**src/rtl/uart_bcd.sv**
```systemverilog
// UART transmitter/receiver with switch-selected baud rate and a 3-digit decimal seven-segment readout.
// The TX payload or the last good RX byte is shown, depending on the data direction.
module uart_bcd #(
  parameter int CLK_FREQ = 100_000_000,
  parameter int DISP_W   = 21
) (
  input  logic              src_clk,
  input  logic              rst_n,
  input  logic [9:0]        Switches,
  input  logic              DataIn,
  input  logic              SendItem,
  output logic              DataOut,
  output logic [DISP_W-1:0] Display_out
);

  localparam logic [15:0] DIV_9600   = 16'(CLK_FREQ / 9600);
  localparam logic [15:0] DIV_19200  = 16'(CLK_FREQ / 19200);
  localparam logic [15:0] DIV_57600  = 16'(CLK_FREQ / 57600);
  localparam logic [15:0] DIV_115200 = 16'(CLK_FREQ / 115200);

  // IDLE | line idle ; START | start bit ; DATA | 8 data bits LSB first ; STOP | stop bit
  typedef enum logic [1:0] {TX_IDLE, TX_START, TX_DATA, TX_STOP} tx_state_t;
  typedef enum logic [1:0] {RX_IDLE, RX_START, RX_DATA, RX_STOP} rx_state_t;

  logic [9:0]  r_sw_s1, r_sw_s2;
  logic        r_rx_s1, r_rx_s2, r_rx_prev;
  logic        r_send_s1, r_send_s2, r_send_prev;
  logic [1:0]  r_baud_sel;
  logic        r_data_dir;
  logic [15:0] w_div;
  logic        w_send_pulse;

  tx_state_t   r_tx_state, w_tx_state;
  logic [15:0] r_tx_cnt, w_tx_cnt, r_tx_div, w_tx_div;
  logic [2:0]  r_tx_bit, w_tx_bit;
  logic [7:0]  r_tx_shift, w_tx_shift;
  logic        r_tx_out, w_tx_out;

  rx_state_t   r_rx_state, w_rx_state;
  logic [15:0] r_rx_cnt, w_rx_cnt, r_rx_div, w_rx_div;
  logic [2:0]  r_rx_bit, w_rx_bit;
  logic [7:0]  r_rx_shift, w_rx_shift, r_rx_byte, w_rx_byte;

  logic [7:0]  w_disp_val;
  logic [11:0] w_bcd;
  logic [7:0]  w_bin;

  always_ff @(posedge src_clk or negedge rst_n) begin
    if (!rst_n) begin
      r_sw_s1     <= '0;
      r_sw_s2     <= '0;
      r_rx_s1     <= 1'b1;
      r_rx_s2     <= 1'b1;
      r_rx_prev   <= 1'b1;
      r_send_s1   <= 1'b0;
      r_send_s2   <= 1'b0;
      r_send_prev <= 1'b0;
      r_baud_sel  <= 2'b00;
      r_data_dir  <= 1'b0;
    end else begin
      r_sw_s1     <= Switches;
      r_sw_s2     <= r_sw_s1;
      r_rx_s1     <= DataIn;
      r_rx_s2     <= r_rx_s1;
      r_rx_prev   <= r_rx_s2;
      r_send_s1   <= SendItem;
      r_send_s2   <= r_send_s1;
      r_send_prev <= r_send_s2;
      if (!r_sw_s2[0]) r_baud_sel <= r_sw_s2[2:1];
      else             r_data_dir <= r_sw_s2[1];
    end
  end

  assign w_send_pulse = r_send_s2 & ~r_send_prev;

  always_comb begin
    case (r_baud_sel)
      2'b00:   w_div = DIV_9600;
      2'b01:   w_div = DIV_57600;
      2'b10:   w_div = DIV_115200;
      default: w_div = DIV_19200;
    endcase
  end

  always_ff @(posedge src_clk or negedge rst_n) begin
    if (!rst_n) begin
      r_tx_state <= TX_IDLE;
      r_tx_cnt   <= '0;
      r_tx_div   <= '0;
      r_tx_bit   <= '0;
      r_tx_shift <= '0;
      r_tx_out   <= 1'b1;
      r_rx_state <= RX_IDLE;
      r_rx_cnt   <= '0;
      r_rx_div   <= '0;
      r_rx_bit   <= '0;
      r_rx_shift <= '0;
      r_rx_byte  <= '0;
    end else begin
      r_tx_state <= w_tx_state;
      r_tx_cnt   <= w_tx_cnt;
      r_tx_div   <= w_tx_div;
      r_tx_bit   <= w_tx_bit;
      r_tx_shift <= w_tx_shift;
      r_tx_out   <= w_tx_out;
      r_rx_state <= w_rx_state;
      r_rx_cnt   <= w_rx_cnt;
      r_rx_div   <= w_rx_div;
      r_rx_bit   <= w_rx_bit;
      r_rx_shift <= w_rx_shift;
      r_rx_byte  <= w_rx_byte;
    end
  end

  // Divider is latched at frame start so a baud change only affects the next frame.
  always_comb begin
    w_tx_state = r_tx_state;
    w_tx_cnt   = r_tx_cnt;
    w_tx_div   = r_tx_div;
    w_tx_bit   = r_tx_bit;
    w_tx_shift = r_tx_shift;
    w_tx_out   = r_tx_out;
    case (r_tx_state)
      TX_IDLE: begin
        w_tx_out = 1'b1;
        if (w_send_pulse && r_sw_s2[0] && !r_data_dir) begin
          w_tx_state = TX_START;
          w_tx_div   = w_div;
          w_tx_cnt   = w_div - 16'd1;
          w_tx_shift = {1'b0, r_sw_s2[9:3]};
          w_tx_out   = 1'b0;
        end
      end
      TX_START: begin
        if (r_tx_cnt == 16'd0) begin
          w_tx_state = TX_DATA;
          w_tx_cnt   = r_tx_div - 16'd1;
          w_tx_bit   = 3'd0;
          w_tx_out   = r_tx_shift[0];
        end else w_tx_cnt = r_tx_cnt - 16'd1;
      end
      TX_DATA: begin
        if (r_tx_cnt == 16'd0) begin
          w_tx_cnt = r_tx_div - 16'd1;
          if (r_tx_bit == 3'd7) begin
            w_tx_state = TX_STOP;
            w_tx_out   = 1'b1;
          end else begin
            w_tx_bit   = r_tx_bit + 3'd1;
            w_tx_shift = r_tx_shift >> 1;
            w_tx_out   = r_tx_shift[1];
          end
        end else w_tx_cnt = r_tx_cnt - 16'd1;
      end
      TX_STOP: begin
        if (r_tx_cnt == 16'd0) w_tx_state = TX_IDLE;
        else                   w_tx_cnt   = r_tx_cnt - 16'd1;
      end
      default: w_tx_state = TX_IDLE;
    endcase
  end

  always_comb begin
    w_rx_state = r_rx_state;
    w_rx_cnt   = r_rx_cnt;
    w_rx_div   = r_rx_div;
    w_rx_bit   = r_rx_bit;
    w_rx_shift = r_rx_shift;
    w_rx_byte  = r_rx_byte;
    case (r_rx_state)
      RX_IDLE: begin
        if (r_rx_prev && !r_rx_s2) begin
          w_rx_state = RX_START;
          w_rx_div   = w_div;
          w_rx_cnt   = (w_div >> 1) - 16'd1;
        end
      end
      RX_START: begin
        if (r_rx_cnt == 16'd0) begin
          if (!r_rx_s2) begin
            w_rx_state = RX_DATA;
            w_rx_cnt   = r_rx_div - 16'd1;
            w_rx_bit   = 3'd0;
          end else w_rx_state = RX_IDLE;
        end else w_rx_cnt = r_rx_cnt - 16'd1;
      end
      RX_DATA: begin
        if (r_rx_cnt == 16'd0) begin
          w_rx_shift = {r_rx_s2, r_rx_shift[7:1]};
          w_rx_cnt   = r_rx_div - 16'd1;
          if (r_rx_bit == 3'd7) w_rx_state = RX_STOP;
          else                  w_rx_bit   = r_rx_bit + 3'd1;
        end else w_rx_cnt = r_rx_cnt - 16'd1;
      end
      RX_STOP: begin
        if (r_rx_cnt == 16'd0) begin
          if (r_rx_s2) w_rx_byte = r_rx_shift;
          w_rx_state = RX_IDLE;
        end else w_rx_cnt = r_rx_cnt - 16'd1;
      end
      default: w_rx_state = RX_IDLE;
    endcase
  end

  assign DataOut    = r_tx_out;
  assign w_disp_val = r_data_dir ? r_rx_byte : {1'b0, r_sw_s2[9:3]};

  always_comb begin
    w_bcd = '0;
    w_bin = w_disp_val;
    for (int i = 0; i < 8; i++) begin
      if (w_bcd[3:0]  > 4'd4) w_bcd[3:0]  = w_bcd[3:0]  + 4'd3;
      if (w_bcd[7:4]  > 4'd4) w_bcd[7:4]  = w_bcd[7:4]  + 4'd3;
      if (w_bcd[11:8] > 4'd4) w_bcd[11:8] = w_bcd[11:8] + 4'd3;
      w_bcd = {w_bcd[10:0], w_bin[7]};
      w_bin = {w_bin[6:0], 1'b0};
    end
  end

  function automatic logic [6:0] seg7(input logic [3:0] d);
    case (d)
      4'd0:    seg7 = 7'b1000000;
      4'd1:    seg7 = 7'b1111001;
      4'd2:    seg7 = 7'b0100100;
      4'd3:    seg7 = 7'b0110000;
      4'd4:    seg7 = 7'b0011001;
      4'd5:    seg7 = 7'b0010010;
      4'd6:    seg7 = 7'b0000010;
      4'd7:    seg7 = 7'b1111000;
      4'd8:    seg7 = 7'b0000000;
      4'd9:    seg7 = 7'b0010000;
      default: seg7 = 7'b1111111;
    endcase
  endfunction

  assign Display_out = {seg7(w_bcd[11:8]), seg7(w_bcd[7:4]), seg7(w_bcd[3:0])};

endmodule

```
**config.mk**
```make
export PLATFORM = sky130hd
export DESIGN_NAME = uart_bcd
export DESIGN_NICKNAME = d
export VERILOG_FILES = /design/src/rtl/uart_bcd.sv
export SDC_FILE = /design/constraint.sdc
export NUM_CORES = 1
export LEC_CHECK = 0
export ABC_AREA = 1
export ABC_CLOCK_PERIOD_IN_PS = 5300
export CORE_MARGIN = 2
export CORE_UTILIZATION = 61
export CTS_BUF_LIST = sky130_fd_sc_hd__clkbuf_16
export DETAILED_ROUTE_END_ITERATION = 10
export MAX_ROUTING_LAYER = met4
export PLACE_DENSITY = 0.87
export SLEW_MARGIN = 20
export SYNTH_ARGS = -nofsm -noshare
export SYNTH_HDL_FRONTEND = slang
export SYNTH_SLANG_ARGS = --single-unit
```
**constraint.sdc**
```tcl
create_clock -name src_clk -period 5.3 [get_ports src_clk]
set_input_delay 1.06 -clock src_clk [delete_from_list [all_inputs] [get_ports src_clk]]
set_output_delay 1.06 -clock src_clk [all_outputs]
set_load 0.05 [all_outputs]
```
# After elaboration in Yosys (flattened, before gate mapping)
# Memory sizes are Yosys's and may differ from the RTL's.
# Index checks and enable logic that the tools add are counted.
totals:
  mem_count: 3
  mem_bits_ro: 336
  in_bits: 14
  mem_bits_rw: 0
  word_cells: 152
  latchBits: 0
  register_bits: 128
op_classes:
  div_mod_pow: 0
  add_sub_neg: 15
  eq_ne: 26
  order_cmp: 7
  n_shift: 0
  bitwise: 2
  mux: 50
  n_mul: 0
  reduce_logical: 27
memory_table:
  columns: ["name", "words", "width", "rd", "rd_clocked_by_memory_dff", "wr", "line_no", "source"]
  rows:
  - ["(no name shown)", 16, 7, 1, 0, 0, "221", "case (d)"]
  - ["(no name shown)", 16, 7, 1, 0, 0, "221", null]
  - ["(no name shown)", 16, 7, 1, 0, 0, "221", null]
op_table:
  columns: ["operator", "n"]
  rows:
  - ["2-to-1 mux 16 bit", 8]
  - ["subtractor 16 x 1 -> 16 bit, second input constant", 5]
  - ["one-hot mux 16 bit (4 select lines)", 1]
  - ["one-hot mux 16 bit (3 select lines)", 1]
  - ["one-hot mux 14 bit (3 select lines)", 1]
  - ["logical NOT 16 bit", 2]
  - ["2-to-1 mux 8 bit", 4]
  - ["inequality test 2 bit, second input constant", 15]
  - ["2-to-1 mux 4 bit", 7]
  - ["2-to-1 mux 2 bit", 11]
  - ["2-to-1 mux 3 bit", 7]
  - ["adder 4 x 2 -> 4 bit, second input constant", 5]
  - ["greater-than comparator 4 x 3 -> 1 bit, second input constant", 5]
  - ["one-hot mux 2 bit (4 select lines)", 2]
  - ["one-hot mux 8 bit (2 select lines)", 1]
  - ["subtractor 15 x 1 -> 16 bit, second input constant", 1]
  - ["AND reduction 5 bit", 3]
  - ["one-hot mux 3 bit (2 select lines)", 2]
  - ["== test 2 bit, second input constant", 5]
  - ["AND reduction 3 bit", 3]
  - ["adder 3 x 2 -> 4 bit, second input constant", 2]
  - ["AND reduction 2 bit", 4]
  - ["AND reduction 4 bit", 2]
  - ["adder 3 x 1 -> 3 bit, second input constant", 2]
  - ["14 further kinds", 28]

# Logic depth before layout (Yosys ltp)
# An unclocked memory read counts as a cell.
logic_depth:
  word_depth: 12
  depth_mapped: 38
  depth_no_buf: 37

# Worst setup path before layout
# Ideal clock, no wire load.
synth_timing:
  kind: "reg2out"
  startpoint: "register r_data_dir"
  endpoint: "output Display_out[17]"
  path_slack_ns: -0.730
  required_time_ns: 4.240
  arrival_ns: 4.970
  stages_incl_launch_ff: 36
  path_cell_list: "dfrtp_1 buf_6 nand2_1 nand2_1 inv_1 ha_1 inv_1 ha_1 buf_4 inv_2 nand3_2 nand2_2 inv_2 nand2_2 nand2_1 nand2_1 nand2_1 ha_1 inv_1 nand3_2 nor2_1 nand2_1 nand2_2 nor2_2 inv_1 ha_1 inv_1 nand3_1 nand2_2 nand3_2 nand2_4 nand2_2 and2_1 inv_1 a31oi_1 buf_4"
synth_via:
  elab_chain_len: 12
  word_cells_on_any_way: 20
synth_lines:
  columns: ["item", "line_no", "source"]
  rows:
  - ["from (decl)", "29", "logic r_data_dir;"]
  - ["from (signal assigned)", "70", "else r_data_dir <= r_sw_s2[1];"]
  - ["2-to-1 mux 8 bit (*)", "206", "assign w_disp_val = r_data_dir ? r_rx_byte : {1'b0, r_sw_s2[9:3]};"]
  - ["adder 3 x 2 -> 4 bit or greater-than comparator 3 bit (tied branches)", "212", "if (w_bcd[3:0] > 4'd4) w_bcd[3:0] = w_bcd[3:0] + 4'd3;"]
  - ["2-to-1 mux 4 bit", "212", null]
  - ["adder 4 x 2 -> 4 bit or greater-than comparator 4 x 3 -> 1 bit (tied branches)", "212", null]
  - ["2-to-1 mux 4 bit", "212", null]
  - ["adder 4 x 2 -> 4 bit or greater-than comparator 4 x 3 -> 1 bit (tied branches)", "212", null]
  - ["2-to-1 mux 4 bit", "212", null]
  - ["adder 4 x 2 -> 4 bit, or another cell as far along", "212", null]
  - ["2-to-1 mux 4 bit (on tied branches)", "212, 213", null]
  - ["adder 4 x 2 -> 4 bit or greater-than comparator 4 x 3 -> 1 bit (tied branches)", "213", "if (w_bcd[7:4] > 4'd4) w_bcd[7:4] = w_bcd[7:4] + 4'd3;"]
  - ["2-to-1 mux 4 bit", "213", null]
  - ["memory (16 x 7 bit) (*)", null, null]
  - ["to (decl)", "13", "output logic [DISP_W-1:0] Display_out"]
# Mark *: on every way between the ends. The rest lies on a longest branch, timed or not.

# Final worst setup path
layout_timing:
  startpoint: "register r_data_dir"
  endpoint: "output Display_out[10]"
layout_via:
  elab_chain_len: 12
  word_cells_on_any_way: 23
layout_lines:
  columns: ["item", "line_no"]
  rows:
  - ["2-to-1 mux 8 bit (*)", "206"]
  - ["adder 3 x 2 -> 4 bit or greater-than comparator 3 bit (tied branches)", "212"]
  - ["2-to-1 mux 4 bit", "212"]
  - ["adder 4 x 2 -> 4 bit or greater-than comparator 4 x 3 -> 1 bit (tied branches)", "212"]
  - ["2-to-1 mux 4 bit", "212"]
  - ["adder 4 x 2 -> 4 bit or greater-than comparator 4 x 3 -> 1 bit (tied branches)", "212"]
  - ["2-to-1 mux 4 bit", "212"]
  - ["adder 4 x 2 -> 4 bit, or another cell as far along", "212"]
  - ["2-to-1 mux 4 bit (on tied branches)", "212, 213"]
  - ["adder 4 x 2 -> 4 bit, or another cell as far along", "213"]
  - ["2-to-1 mux 4 bit (on tied branches)", "213, 212"]
  - ["memory (16 x 7 bit) (*)", null]
# Marked as above.

==> run_results.csv <==
group,metric,value,unit
run_status,status,"finished, violations left",
run_status,violations,"capacitance limit, setup timing",
clock_tree,numCtsBuffers,17,
grt,grt_pass1_wl,31200,um
logic_synthesis,ys_async_sr_fraction,100,%
logic_synthesis,synth_top_area_share,37.3,%
logic_synthesis,ys_ff_latch,113,
timing,hold_violations,0,
power,peakVddDrop,0.341,mV
logic_synthesis,synth_top_family_by_area,"simple AND/OR/NAND/NOR gates",
power,power.leakage,4.59,nW
final_layout,regArea,2830,um2
logic_synthesis,synth-simple-area-share,27.5,%
floorplan,start_util,63.2,%
route,first_iter_violations,907,
route,routedWlPerCell,19.8,um
timing,setup_viol,18,
timing,layout_setup_ws,-0.417,ns
critical_path,critPathBufInv,7,
clock_tree,cts.sink_count,113,
logic_synthesis,synth_edf_count,0,
final_layout,multi_input_area,4590,um2
logic_synthesis,synth_area,7310,um2
clock_tree,cts_tree,"yes",
clock_tree,cts_root_buffer,"clkbuf_16",
critical_path,crit_path_start_kind,"flop",
critical_path,crit_arrival,4.66,ns
logic_synthesis,yosys-top-cells-area,"dfrtp_1 (37%), nand2_1 (11%), o21ai_0 (6.0%), ha_1 (6.0%), inv_1 (6.0%)",
placed_design,port_buffers,34,
final_layout,syn2layout_area_growth,30.7,%
logic_synthesis,synth_compound_area_share,15.4,%
grt,grt_antenna_before_repair,0,
clock_tree,clk_latency,0.43,ns
final_layout,final_cell_mix,"nand2_1 (174), dfrtp_1 (108), inv_1 (104), o21ai_0 (87), nor2_1 (73)",
logic_synthesis,synth_xor_xnor_area_share,4.19,%
final_layout,postLayoutCoreUtil,82.7,%
grt,grt-ovfl-total,0,
final_layout,antennaDiodeCount,0,
timing,grt_setup_unrepaired,"true",
floorplan,die_area,12900,um2
floorplan,io_pins,36,
grt,grt_start_max_net_pins,70,
route,dr.pass1.iters,9,
logic_synthesis,ys_seq_area_share,38.7,%
floorplan,dieHeight,113,um
clock_tree,clkSlewWorstSetupHoldPaths,0.06,ns
final_layout,final_common_cell,"nand2_1",
logic_synthesis,synth.distinct_cells,51,
critical_path,ff2ff_path_depth,7,
logic_synthesis,synthAdderAreaFrac,5.99,%
final_layout,layout-drive-gt1-share,25.4,%
run,drv_cap,1,
timing,timing.final.crit_period,5.72,ns
critical_path,end_kind,"output port",
critical_path,cp.required,4.24,ns
logic_synthesis,netlist_instances,971,
timing,clock.fmax,175,MHz
route,ant_nets,0,
critical_path,crit_type,"flop to output port",
floorplan,core-area,11600,um2
logic_synthesis,syn-num-nets,1020,
logic_synthesis,synth-main-ff-cell,"dfrtp_1",
logic_synthesis,ys_warn_count,0,
timing,fin_crit_sh,108,%
clock_tree,clk_path_buf_depth,2,
grt,track_usage,31.0,%
timing,fin_skew,0.0123,ns
final_layout,final_nets,1099,
critical_path,critPathMaxFanout,7,
route,vias,7599,
timing,slew_headroom,0.340,%
route,drt_wl_total,23900,um
floorplan,num_rows,39,
placed_design,gp_congestion,0.955,
final_layout,fillers,592,
critical_path,slowest_delay,0.48,ns
floorplan,die_width,113,um
route,drcViolationCount,0,
power,power_density,604,nW/um2
timing,report.final.slew_viol_count,0,
grt,grt_pass1_vias,6738,
logic_synthesis,avgSynthCellArea,7.53,um2
critical_path,crit_cells,33,
critical_path,crit_slowest_cell,"dfrtp_2",
critical_path,cp_top_family,"simple AND/OR/NAND/NOR gates",
logic_synthesis,synth.largest_area_cell,"dfrtp_1",
min_path,hold_path_class,"flop to flop",
min_path,hold_depth,0,
placed_design,dpl.hpwl,12100,um
clock_tree,htree_levels,4,
critical_path,crit_top_cell,"nand2_2",
logic_synthesis,yosys-mux-area-fraction,0.154,%
route,viasPerCell,6.30,
timing,tightest_slew,1.48,ns
timing,setup_tns,-5.12,ns
[logic make-up after synthesis]
kind of cell    count (synthesis)
compound gates                193
xor+xnor                       35
fa+ha+maj                      35
buf+inv                       150
flops                         113
mux                             1
other cells                     1
simple gates                  443
[routing by layer]
layer  vias to the layer above  track usage, %  routed length [um]
met5                         -               -                   0
met4                         0            11.3                1770
met3                       189            6.22                2050
met2                       561            50.3               11300
met1                      3501            38.8                8710
li1                       3348               -                   -
[repair_timing]
action,in CTS,in global routing
setup endpoints to repair,19,18
buffers inserted,13,27
hold buffers,0,0
gates resized for setup,24,142
pin swaps,11,66
[cell type report]
type / instances / share of cell area (%)
timing repair buffer: 81 / 9.31
clock buffer: 17 / 4.45
multi-input combinational: 708 / 48.0
sequential: 113 / 29.6
clock inverter: 15 / 1.54
tap: 143 / 1.87
inverter: 129 / 5.22
[worst reg2reg max path, stage by stage, from the launching register on]
cell	delay (ns)
dfrtp_1	0.43
inv_1	0.12
ha_1	0.35
clkinv_1	0.54
nor2_1	0.65
clkinv_1	0.40
nor2_1	0.22
a21oi_1	0.09
[sequential cells by signal, summed over array words and instances, names as in the netlist, 2 cells and up, named ones only]
| name | cells |
|---|---|
| r_rx_shift | 8 |
| r_baud_sel | 2 |
| r_tx_div | 9 |
| r_rx_cnt | 16 |
| r_rx_byte | 8 |
| r_tx_bit | 3 |
| r_tx_cnt | 16 |
| r_tx_shift | 7 |
| r_sw_s1 | 10 |
| r_rx_div | 9 |
| r_tx_state | 2 |
| r_rx_bit | 3 |
| r_sw_s2 | 10 |
[report_power, final]
part / internal, mW / switching [mW]
Combinational: 1.25 / 2.07
Clock: 0.659 / 0.478
Sequential: 1.10 / 0.219
Total: 3.00 / 2.77
[metrics by stage]
stage               worst slack [ns]  power (mW)  cell area [um2]  hold slack, ns  instances
finish                        -0.417        5.77             9560           0.354       1206
global route                  -0.540        6.06             9560           0.364       1206
CTS                         -0.00463        5.16             8760           0.350       1179
detailed placement            -0.116        3.98             7990           0.337       1134
global placement              0.0684        3.92             7990           0.332       1134
floorplan                     0.0111        3.15             7330           0.331        971
[final timing paths]
path | start | to | slack (ns)
setup / recovery | r_data_dir$_DFFE_PN0P_ | Display_out[10] | -0.42
hold / removal | r_sw_s1[6]$_DFF_PN0_ | r_sw_s2[6]$_DFF_PN0_ | 0.35
setup reg to reg | r_tx_state[0]$_DFFE_PN0P_ | r_tx_div[11]$_DFFE_PN0P_ | 2.37
hold reg to reg | r_sw_s1[6]$_DFF_PN0_ | r_sw_s2[6]$_DFF_PN0_ | 0.35
max in group asynchronous | rst_n | r_data_dir$_DFFE_PN0P_ | 3.39
min in group asynchronous | rst_n | r_rx_cnt[1]$_DFFE_PN0P_ | 0.76
[Yosys cell counts (5+ instances only)]
cell type and n:
inv_2 10, xnor2_1 5, nand3_2 9, o211ai_1 12, dfrtp_1 109, xor2_1 30, nand3_1 64, a21oi_1 45
nor3_1 19, inv_1 116, nor2_1 79, o221ai_1 8, clkbuf_1 16, o21ai_0 88, nand2_4 10, ha_1 35
o22ai_1 8, nand2_1 217, nand2_2 29
(Power assumes the default switching activity.)
